<file path="src/rtl/game_timer_bcd.sv">
// Purpose: BCD game clock (MM..M:SS) with count-up/down, pause, preload, saturation and expiry flags.
// Latency: start/load act on the next edge; a time update lands TICK_DIV RUN cycles after start.
// Backpressure: none; the timer free-runs off its own divider and pause holds it.
module game_timer_bcd #(
    parameter int TICK_DIV   = 50_000_000,
    parameter int MIN_DIGITS = 2,
    localparam int W         = 8 + 4 * MIN_DIGITS
) (
    input  logic         clk,
    input  logic         resetn,
    input  logic         start,
    input  logic         pause,
    input  logic         count_down,
    input  logic         load,
    input  logic [W-1:0] load_value,
    output logic [W-1:0] time_bcd,
    output logic         running,
    output logic         done,
    output logic         saturated,
    output logic         expired,
    output logic         sec_pulse
);

    localparam int NDIG = 2 + MIN_DIGITS;
    localparam int CW   = $clog2(TICK_DIV);
    localparam logic [CW-1:0] DIV_LAST = CW'(TICK_DIV - 1);

    // Sec-tens rolls at 5, every other digit at 9.
    function automatic logic [3:0] dig_max(input int i);
        return (i == 1) ? 4'd5 : 4'd9;
    endfunction

    // Pull any out-of-range digit down to its largest legal value.
    function automatic logic [W-1:0] clamp_bcd(input logic [W-1:0] v);
        logic [W-1:0] r;
        r = v;
        for (int i = 0; i < NDIG; i++) begin
            if (v[4*i +: 4] > dig_max(i)) r[4*i +: 4] = dig_max(i);
        end
        return r;
    endfunction

    // Whole-word increment with a carry rippling through every digit.
    function automatic logic [W-1:0] bcd_inc(input logic [W-1:0] v);
        logic [W-1:0] r;
        logic         c;
        r = v;
        c = 1'b1;
        for (int i = 0; i < NDIG; i++) begin
            if (c) begin
                if (v[4*i +: 4] == dig_max(i)) begin
                    r[4*i +: 4] = 4'd0;
                end else begin
                    r[4*i +: 4] = v[4*i +: 4] + 4'd1;
                    c = 1'b0;
                end
            end
        end
        return r;
    endfunction

    // Whole-word decrement, borrowing into each digit's maximum.
    function automatic logic [W-1:0] bcd_dec(input logic [W-1:0] v);
        logic [W-1:0] r;
        logic         b;
        r = v;
        b = 1'b1;
        for (int i = 0; i < NDIG; i++) begin
            if (b) begin
                if (v[4*i +: 4] == 4'd0) begin
                    r[4*i +: 4] = dig_max(i);
                end else begin
                    r[4*i +: 4] = v[4*i +: 4] - 4'd1;
                    b = 1'b0;
                end
            end
        end
        return r;
    endfunction

    localparam logic [W-1:0] MAX_VAL = clamp_bcd('1);

    typedef enum logic [1:0] {IDLE, RUN, PAUSED, DONE} state_t;

    state_t        state;
    logic [CW-1:0] div_cnt;
    logic          down;
    logic [W-1:0]  time_inc;
    logic [W-1:0]  time_dec;

    assign time_inc = bcd_inc(time_bcd);
    assign time_dec = bcd_dec(time_bcd);

    // Timer FSM: divider, digit update and all status outputs move on one edge.
    always_ff @(posedge clk) begin
        if (!resetn) begin
            state     <= IDLE;
            div_cnt   <= '0;
            down      <= 1'b0;
            time_bcd  <= '0;
            running   <= 1'b0;
            done      <= 1'b0;
            saturated <= 1'b0;
            expired   <= 1'b0;
            sec_pulse <= 1'b0;
        end else begin
            sec_pulse <= 1'b0;
            if (load) begin
                time_bcd  <= clamp_bcd(load_value);
                div_cnt   <= '0;
                state     <= IDLE;
                running   <= 1'b0;
                done      <= 1'b0;
                saturated <= 1'b0;
                expired   <= 1'b0;
            end else begin
                case (state)
                    IDLE: begin
                        if (start) begin
                            down    <= count_down;
                            div_cnt <= '0;
                            if (count_down && time_bcd == '0) begin
                                state   <= DONE;
                                done    <= 1'b1;
                                expired <= 1'b1;
                            end else begin
                                state   <= RUN;
                                running <= 1'b1;
                            end
                        end
                    end
                    RUN: begin
                        if (pause) begin
                            // Divider holds so the partial second survives the pause.
                            state   <= PAUSED;
                            running <= 1'b0;
                        end else if (div_cnt == DIV_LAST) begin
                            div_cnt <= '0;
                            if (!down) begin
                                if (time_bcd == MAX_VAL) begin
                                    saturated <= 1'b1;
                                    state     <= DONE;
                                    running   <= 1'b0;
                                    done      <= 1'b1;
                                end else begin
                                    time_bcd  <= time_inc;
                                    sec_pulse <= 1'b1;
                                end
                            end else begin
                                time_bcd  <= time_dec;
                                sec_pulse <= 1'b1;
                                if (time_dec == '0) begin
                                    expired <= 1'b1;
                                    state   <= DONE;
                                    running <= 1'b0;
                                    done    <= 1'b1;
                                end
                            end
                        end else begin
                            div_cnt <= div_cnt + 1'b1;
                        end
                    end
                    PAUSED: begin
                        if (!pause) begin
                            state   <= RUN;
                            running <= 1'b1;
                        end
                    end
                    default: begin
                        // DONE holds until load or reset.
                    end
                endcase
            end
        end
    end

endmodule

</file>
<file path="config.mk">
export PLATFORM = sky130hd
export DESIGN_NAME = game_timer_bcd
export DESIGN_NICKNAME = d
export VERILOG_FILES = /design/src/rtl/game_timer_bcd.sv
export SDC_FILE = /design/constraint.sdc
export NUM_CORES = 1
export LEC_CHECK = 0
export BUFFER_PORTS_ARGS = -buffer_cell sky130_fd_sc_hd__buf_2
export CAP_MARGIN = 20
export CORE_ASPECT_RATIO = 1.4
export CORE_MARGIN = 2
export CORE_UTILIZATION = 45
export CTS_BUF_LIST = sky130_fd_sc_hd__clkbuf_16
export DETAILED_ROUTE_END_ITERATION = 7
export PLACE_DENSITY = 0.72
export SETUP_SLACK_MARGIN = 0.05
export SLEW_MARGIN = 25
export SYNTH_ARGS = -nofsm -noshare
export SYNTH_HDL_FRONTEND = slang
export SYNTH_SLANG_ARGS = --single-unit
export TNS_END_PERCENT = 20
</file>
<file path="constraint.sdc">
create_clock -name clk -period 3 [get_ports clk]
set_clock_uncertainty 0.05 [all_clocks]
set_input_delay 0.15 -clock clk [delete_from_list [all_inputs] [get_ports clk]]
set_output_delay 0.15 -clock clk [all_outputs]
set_load 0.01 [all_outputs]
</file>
==> results of run 1 <==
where the power goes:
part | internal [µW] | leakage [µW] | switching (µW)
sequential | 681 | 0.000407 | 33.4
clock | 306 | 0.0000689 | 262
combinational | 117 | 0.000940 | 189
layout by cell type, fill, tap and decap left out, types with 5 or more instances in the layout:
cell       Yosys  routed
and4_1         5       5
o31ai_1        9       9
or4_1          7       7
nor2_1        47      47
ha_1           5       5
dfxtp_1       50      50
nand2b_1       8       8
and3_1         5       5
nor2b_1        6       6
a31oi_1        9       9
nand3_1       23      23
a21oi_1       29      29
clkbuf_16      0       5
inv_1         15      15
nand4_1       11      11
and2_1         5       5
a211oi_1       8       8
buf_2          5      42
nand2_1       39      39
o21ai_0       29      27
nor4_1        13      13
buf_4          0      14
xnor2_1       12      12
nor3_1        20      20
registers in the layout (all words and copies together) (netlist names):
| name | cells |
|---|---|
| div_cnt | 26 |
| time_bcd | 16 |
| state | 2 |
| done | 1 |
| down | 1 |
| expired | 1 |
| running | 1 |
| saturated | 1 |
| sec_pulse | 1 |
worst reg2reg max path, delay by kind of cell (launching register included):
family | cells | cell delay [ns]
compound gates | 1 | 0.25
fa+ha+maj | 1 | 0.34
buf+inv | 1 | 0.09
flops | 1 | 0.34
simple gates | 4 | 1.46
worst min-delay path by stage:
stage / end / depth (start not counted) / start / slack, ns
4_1_cts: time_bcd[2] / 3 / load_value[2] / 0.06
3_5_place_dp: time_bcd[2] / 3 / load_value[2] / 0.36
5_1_grt: time_bcd[2] / 3 / load_value[2] / 0.09
2_1_floorplan: time_bcd[2] / 2 / load_value[2] / 0.23
6_report: time_bcd[2] / 3 / load_value[2] / 0.06
3_3_place_gp: time_bcd[2] / 3 / load_value[2] / 0.36
layer usage:
layer / share of wire / GRT usage / vias to the layer above
met1: 0.40 / 0.2820 / 1841
met2: 0.52 / 0.4532 / 147
li1: - / - / 1883
met4: 0.036 / 0.1256 / 0
met3: 0.044 / 0.03366 / 35
met5: 0 / 0 / -
layout make-up:
type                            instances  area (µm²)
Clock buffer                            5       125.1
Clock inverter                          3       16.27
Fill cell                             768        3709
Sequential cell                        50        1001
Tap cell                              100       125.1
Inverter                               16       60.06
Multi-Input combinational cell        380        2399
Timing Repair Buffer                   56       315.3
cell families after synthesis:
logic type	Yosys count	share of synthesized area
AOI/OAI and AO/OA	139	0.2641
xor gates and xnor gates	14	0.03405
adders and majority gates	5	0.01737
buffers and inverters	50	0.05594
DFF	50	0.2780
muxes	5	0.01459
and+or+nand+nor	217	0.3360
stage by stage:
| stage | instance area, µm² | setup slack (ns) | total power (µW) | utilization |
|---|---|---|---|---|
| after floorplan | 3601 | 0.6705 | 927.1 | - |
| after global placement | 3900 | 0.5113 | 1022 | 0.5032 |
| after detailed placement | 3900 | 0.3980 | 1029 | 0.5032 |
| after CTS | 4041 | 0.3857 | 1582 | 0.5215 |
| after global routing | 4041 | 0.2041 | 1647 | 0.5215 |
| final | 4041 | 0.3745 | 1589 | 0.5215 |
==> summary.txt, run 1 <==
Die area - 8744 µm²
Pwr Density - 393.1 nW/µm²
Num ports - 43
Synth cell types - 69
Peak VDD IR - 0.2790 mV
Yosys top cell by area - dfxtp_1
Unrepaired setup endpoints after global routing - false
Final wirelength - 10630 µm
Pin count of the biggest net entering global routing - 29
Vias in the first global route - 3717
Flop-to-flop setup slack - 0.37 ns
Leak Pwr - 0.001416 µW
Clock Latency Late Sink - 0.29 ns
I/O Buffers - 42
Syn avg cell area - 7.502 µm²
Nets@finish - 536
Post-synth top cells - dfxtp_1 (50), nor2_1 (47), nand2_1 (39)
RR Endpoint - time_bcd[4]
Layout cells sized above 1 - 0.1471
Routability cong. - 0.9095
WS Path Type - reg -> reg
Row count - 38
Dpl hpwl - 7720 µm
Max Slew Vio Count - 0
Root buffer cell - clkbuf_16
Cts bufs inserted - 5
Worst setup path endpoint - time_bcd[4]
Setup TNS - 0 ns
Synth area leaders - dfxtp_1 (28%), nor2_1 (4.9%), nand2_1 (4.1%)
Drt drc - 0
Yosys top cell area share - 0.2780
Cts repair resizes - 0
Clock tree buffer depth - 2
Die height - 109.8 µm
Initial antenna violation count - 0
First-pass GRT wire length - 17450 µm
Synth Cell Area - 3601 µm²
Final setup fails - 0
Outcome - finished clean
FF-to-FF Start - state[1]
Most used DFF post-synth - dfxtp_1
Area growth, synth to finish - 12.23%
Most common cell in the netlist - dfxtp_1
Crit. End Element - flop
Ys Warns - 0
Arr. time, crit path - 2.78 ns
Fmax - 0.3809 GHz
Crit-path max cell delay - 0.55 ns
Wire length per cell - 17.43 µm
Iter 0 DRT Violations - 241
CTS H-tree depth - 2
Clock sink total - 50
ANT nets after route - 0
Sequential cell area fraction in the yosys report - 0.2780
Initial Utilization - 0.4646
Fin crit period - 2.625 ns
Core area - 7750 µm²
Crit-path leading delay family - simple AND/OR/NAND/NOR gates
Buf/Inv on CP - 1
CTS tree - built
GRT Total Usage - 0.2496
Critical-path cell list - inv_1 -> ha_1 -> nand2b_1 -> nor4_4 -> nand2_2 -> or4_1 -> a311oi_1
Worst-path maximum fanout - 11
Worst path slowest cell - or4_1
Max transition margin - 0.4637
Total gr overflow - 0
Async S/R FF share, synth - 0
WHS - 0.05888 ns
Via Count - 3906
Synth Instances - 480
Final non-filler cell total - 610
Synth Register Bits - 50
WP depth - 7
Worst min path class - in -> reg
Die width - 79.60 µm
Post-CTS setup buffer count - 0
N_diodes - 0
Synth Net Count - 507
CP startpoint kind - flop
Worst slew pin tran - 0.7972 ns
Worst r2r path cells - 7
CTS Hold Buffers Added - 0
Fin. Hold Viols - 0
Final period util - 0.8752
Placed Cells - 602
Vias/cell - 6.403
Critical path startpoint - state[1]
EDFF count, synth - 0
Drt pass-1 iters - 6
CP required - 3.16 ns
Clk slew on worst S/H paths - 0.07 ns
Max-cap viol count - 0
(Power assumes the default switching activity.)
==> run 2, diff against run 1 <==
Clock period 3 ns to 2.9 ns, I/O delays scaled along.
==> run 2 against run 1 <==
Net effect:
- maximum frequency up 1.4%
- first-iteration DRC count down 31%
- register-to-register slack worse by 0.06 ns
- critical path depth down 2
- total power up 9.7%
- non-clock buffer count up 4
- worst setup slack worse by 0.064 ns
- sequential share of layout area down 0.35 points
- largest power group unchanged
==> summary.txt, run 2 (synthesized netlist as in run 1, its figures left out) <==
Layout cells sized above 1 - 0.1576 (was 0.1471)
Crit-path max cell delay - 0.61 ns (was 0.55 ns)
Largest registers - div_cnt (26), time_bcd (16), state (2) (unchanged)
Cts repair resizes - 0 (unchanged)
CTS H-tree depth - 2 (unchanged)
I/O Buffers - 42 (unchanged)
CP required - 3.06 ns (was 3.16 ns)
Switching power of the nets - 504.5 µW (was 484.5 µW)
Clock tree buffer depth - 2 (unchanged)
Vias in the first global route - 3693 (was 3717)
Setup TNS - 0 ns (unchanged)
Row count - 38 (unchanged)
Leak Pwr - 0.001451 µW (was 0.001416 µW)
Worst path slowest cell - or4b_1 (was or4_1)
Worst min path class - in -> reg (unchanged)
CTS tree - built (unchanged)
Root buffer cell - clkbuf_16 (unchanged)
Nets@finish - 540 (was 536)
Pwr Density - 425.4 nW/µm² (was 393.1 nW/µm²)
Final period util - 0.8930 (was 0.8752)
Die area - 8744 µm² (unchanged)
Final wirelength - 10530 µm (was 10630 µm)
Clock share of power - 0.392 (was 0.357)
Crit. End Element - flop (unchanged)
Routability cong. - 0.8777 (was 0.9095)
Fmax - 0.3862 GHz (was 0.3809 GHz)
Drt drc - 0 (unchanged)
Pin count of the biggest net entering global routing - 29 (unchanged)
Dpl hpwl - 7786 µm (was 7720 µm)
Iter 0 DRT Violations - 167 (was 241)
Clock Latency Late Sink - 0.29 ns (about the same)
CTS Hold Buffers Added - 0 (unchanged)
Die width - 79.60 µm (unchanged)
Final setup fails - 0 (unchanged)
CP startpoint kind - flop (unchanged)
Worst-path maximum fanout - 11 (unchanged)
Drt pass-1 iters - 4 (was 6)
Max transition margin - 0.4802 (was 0.4637)
Sequential Power Share - 0.425 (was 0.450)
Switch share - 0.2894 (was 0.3049)
Wire length per cell - 17.15 µm (was 17.43 µm)
Unrepaired setup endpoints after global routing - false (unchanged)
Core area - 7750 µm² (unchanged)
Max reg flops - 26 (unchanged)
Clk slew on worst S/H paths - 0.07 ns (about the same)
Max-cap viol count - 0 (unchanged)
Most common cell after layout, fill and taps aside - dfxtp_1 (unchanged)
Die height - 109.8 µm (unchanged)
Arr. time, crit path - 2.75 ns (was 2.78 ns)
Largest Register - div_cnt (unchanged)
Initial Utilization - 0.4646 (unchanged)
First-pass GRT wire length - 17340 µm (was 17450 µm)
Cts bufs inserted - 5 (unchanged)
Sequential Area - 1001 µm² (unchanged)
Area growth, synth to finish - 13.83% (was 12.23%)
Fill count - 747 (was 768)
Clock sink total - 50 (unchanged)
Peak VDD IR - 0.2921 mV (was 0.2790 mV)
Most frequent cells in the layout - dfxtp_1 (50), nor2_1 (47), buf_2 (42) (unchanged)
Footprint of the multi-input gates - 2399 µm² (unchanged)
Worst slew pin tran - 0.7726 ns (was 0.7972 ns)
WHS - 0.04418 ns (was 0.05888 ns)
WS Path Type - reg -> reg (unchanged)
Fin crit period - 2.590 ns (was 2.625 ns)
WP depth - 5 (was 7)
Max Slew Vio Count - 0 (unchanged)
Int Power - 1239 µW (was 1104 µW)
Vias/cell - 6.371 (was 6.403)
Outcome - finished clean (unchanged)
Fin. Hold Viols - 0 (unchanged)
Critical-path cell list - or4b_1 -> nor4_4 -> nand2_2 -> or4_1 -> a311oi_1 (was inv_1 -> ha_1 -> nand2b_1 -> nor4_4 -> nand2_2 -> or4_1 -> a311oi_1)
ANT nets after route - 0 (unchanged)
Via Count - 3912 (was 3906)
Post-CTS setup buffer count - 0 (unchanged)
WHS Path Cells - 3 (unchanged)
Initial antenna violation count - 0 (unchanged)
Crit-path leading delay family - simple AND/OR/NAND/NOR gates (unchanged)
Buf/Inv on CP - 0 (was 1)
Combinational Power Share - 0.183 (was 0.193)
Total gr overflow - 0 (unchanged)
GRT Total Usage - 0.2448 (was 0.2496)
Worst r2r path cells - 5 (was 7)
N_diodes - 0 (unchanged)
Num ports - 43 (unchanged)
==> run 2: changes by cell type in the layout (fill, tap and decap cells not counted), sizes merged <==
cell and delta:
buf +4, bufinv +1, clkinv -2, inv +1
==> run 2: final timing paths <==
| path | start | end | slack, ns |
|---|---|---|---|
| worst max-delay path | div_cnt[7] | time_bcd[4] | 0.31 |
| worst min-delay path | load_value[2] | time_bcd[2] | 0.04 |
| worst max register to register | div_cnt[7] | time_bcd[4] | 0.31 |
| worst min register to register | saturated | saturated | 0.44 |
==> run 2: cell type report <==
| type | count | area share |
|---|---|---|
| clock buffers | 5 | 0.03053 |
| clock inverters | 3 | 0.01068 |
| inverters | 16 | 0.01465 |
| multi-input cells | 380 | 0.5852 |
| flip-flops and latches | 50 | 0.2442 |
| well taps | 100 | 0.03053 |
| repair buffers | 60 | 0.08425 |
==> run 2: worst min-delay path, delay by kind of cell <==
kind	cells	cell delay [ns]
AO/OA/AOI/OAI	1	0.06
buffers and inverters	1	0.09
AND/OR/NAND/NOR	1	0.06
==> run 2: through the flow <==
stage	setup WS, ns	util	instances	power (µW)	instance area [µm²]
finish	0.3104	0.5289	614	1744	4099
global route	0.1331	0.5289	614	1810	4099
CTS	0.2622	0.5289	614	1738	4099
detailed placement	0.2865	0.5071	606	1069	3930
global placement	0.4230	0.5071	606	1062	3930
floorplan	0.5705	-	480	959.1	3601
==> run 2: power by group through the flow <==
stage | Sequential, µW | Combinational, µW | Clock, µW
after floorplan | 744 | 215 | 0
after CTS | 740 | 314 | 684
after detailed placement | 756 | 313 | 0
after global routing | 745 | 350 | 715
after global placement | 755 | 307 | 0
final | 741 | 319 | 683
==> run 2: metal layers <==
layer | vias up | share of wire | track usage | wire length (µm)
li1 | 1888 | - | - | -
met1 | 1863 | 0.41 | 0.2725 | 4301
met2 | 128 | 0.52 | 0.4592 | 5483
met3 | 33 | 0.039 | 0.02791 | 409
met4 | 0 | 0.032 | 0.1108 | 337
met5 | - | 0 | 0 | 0
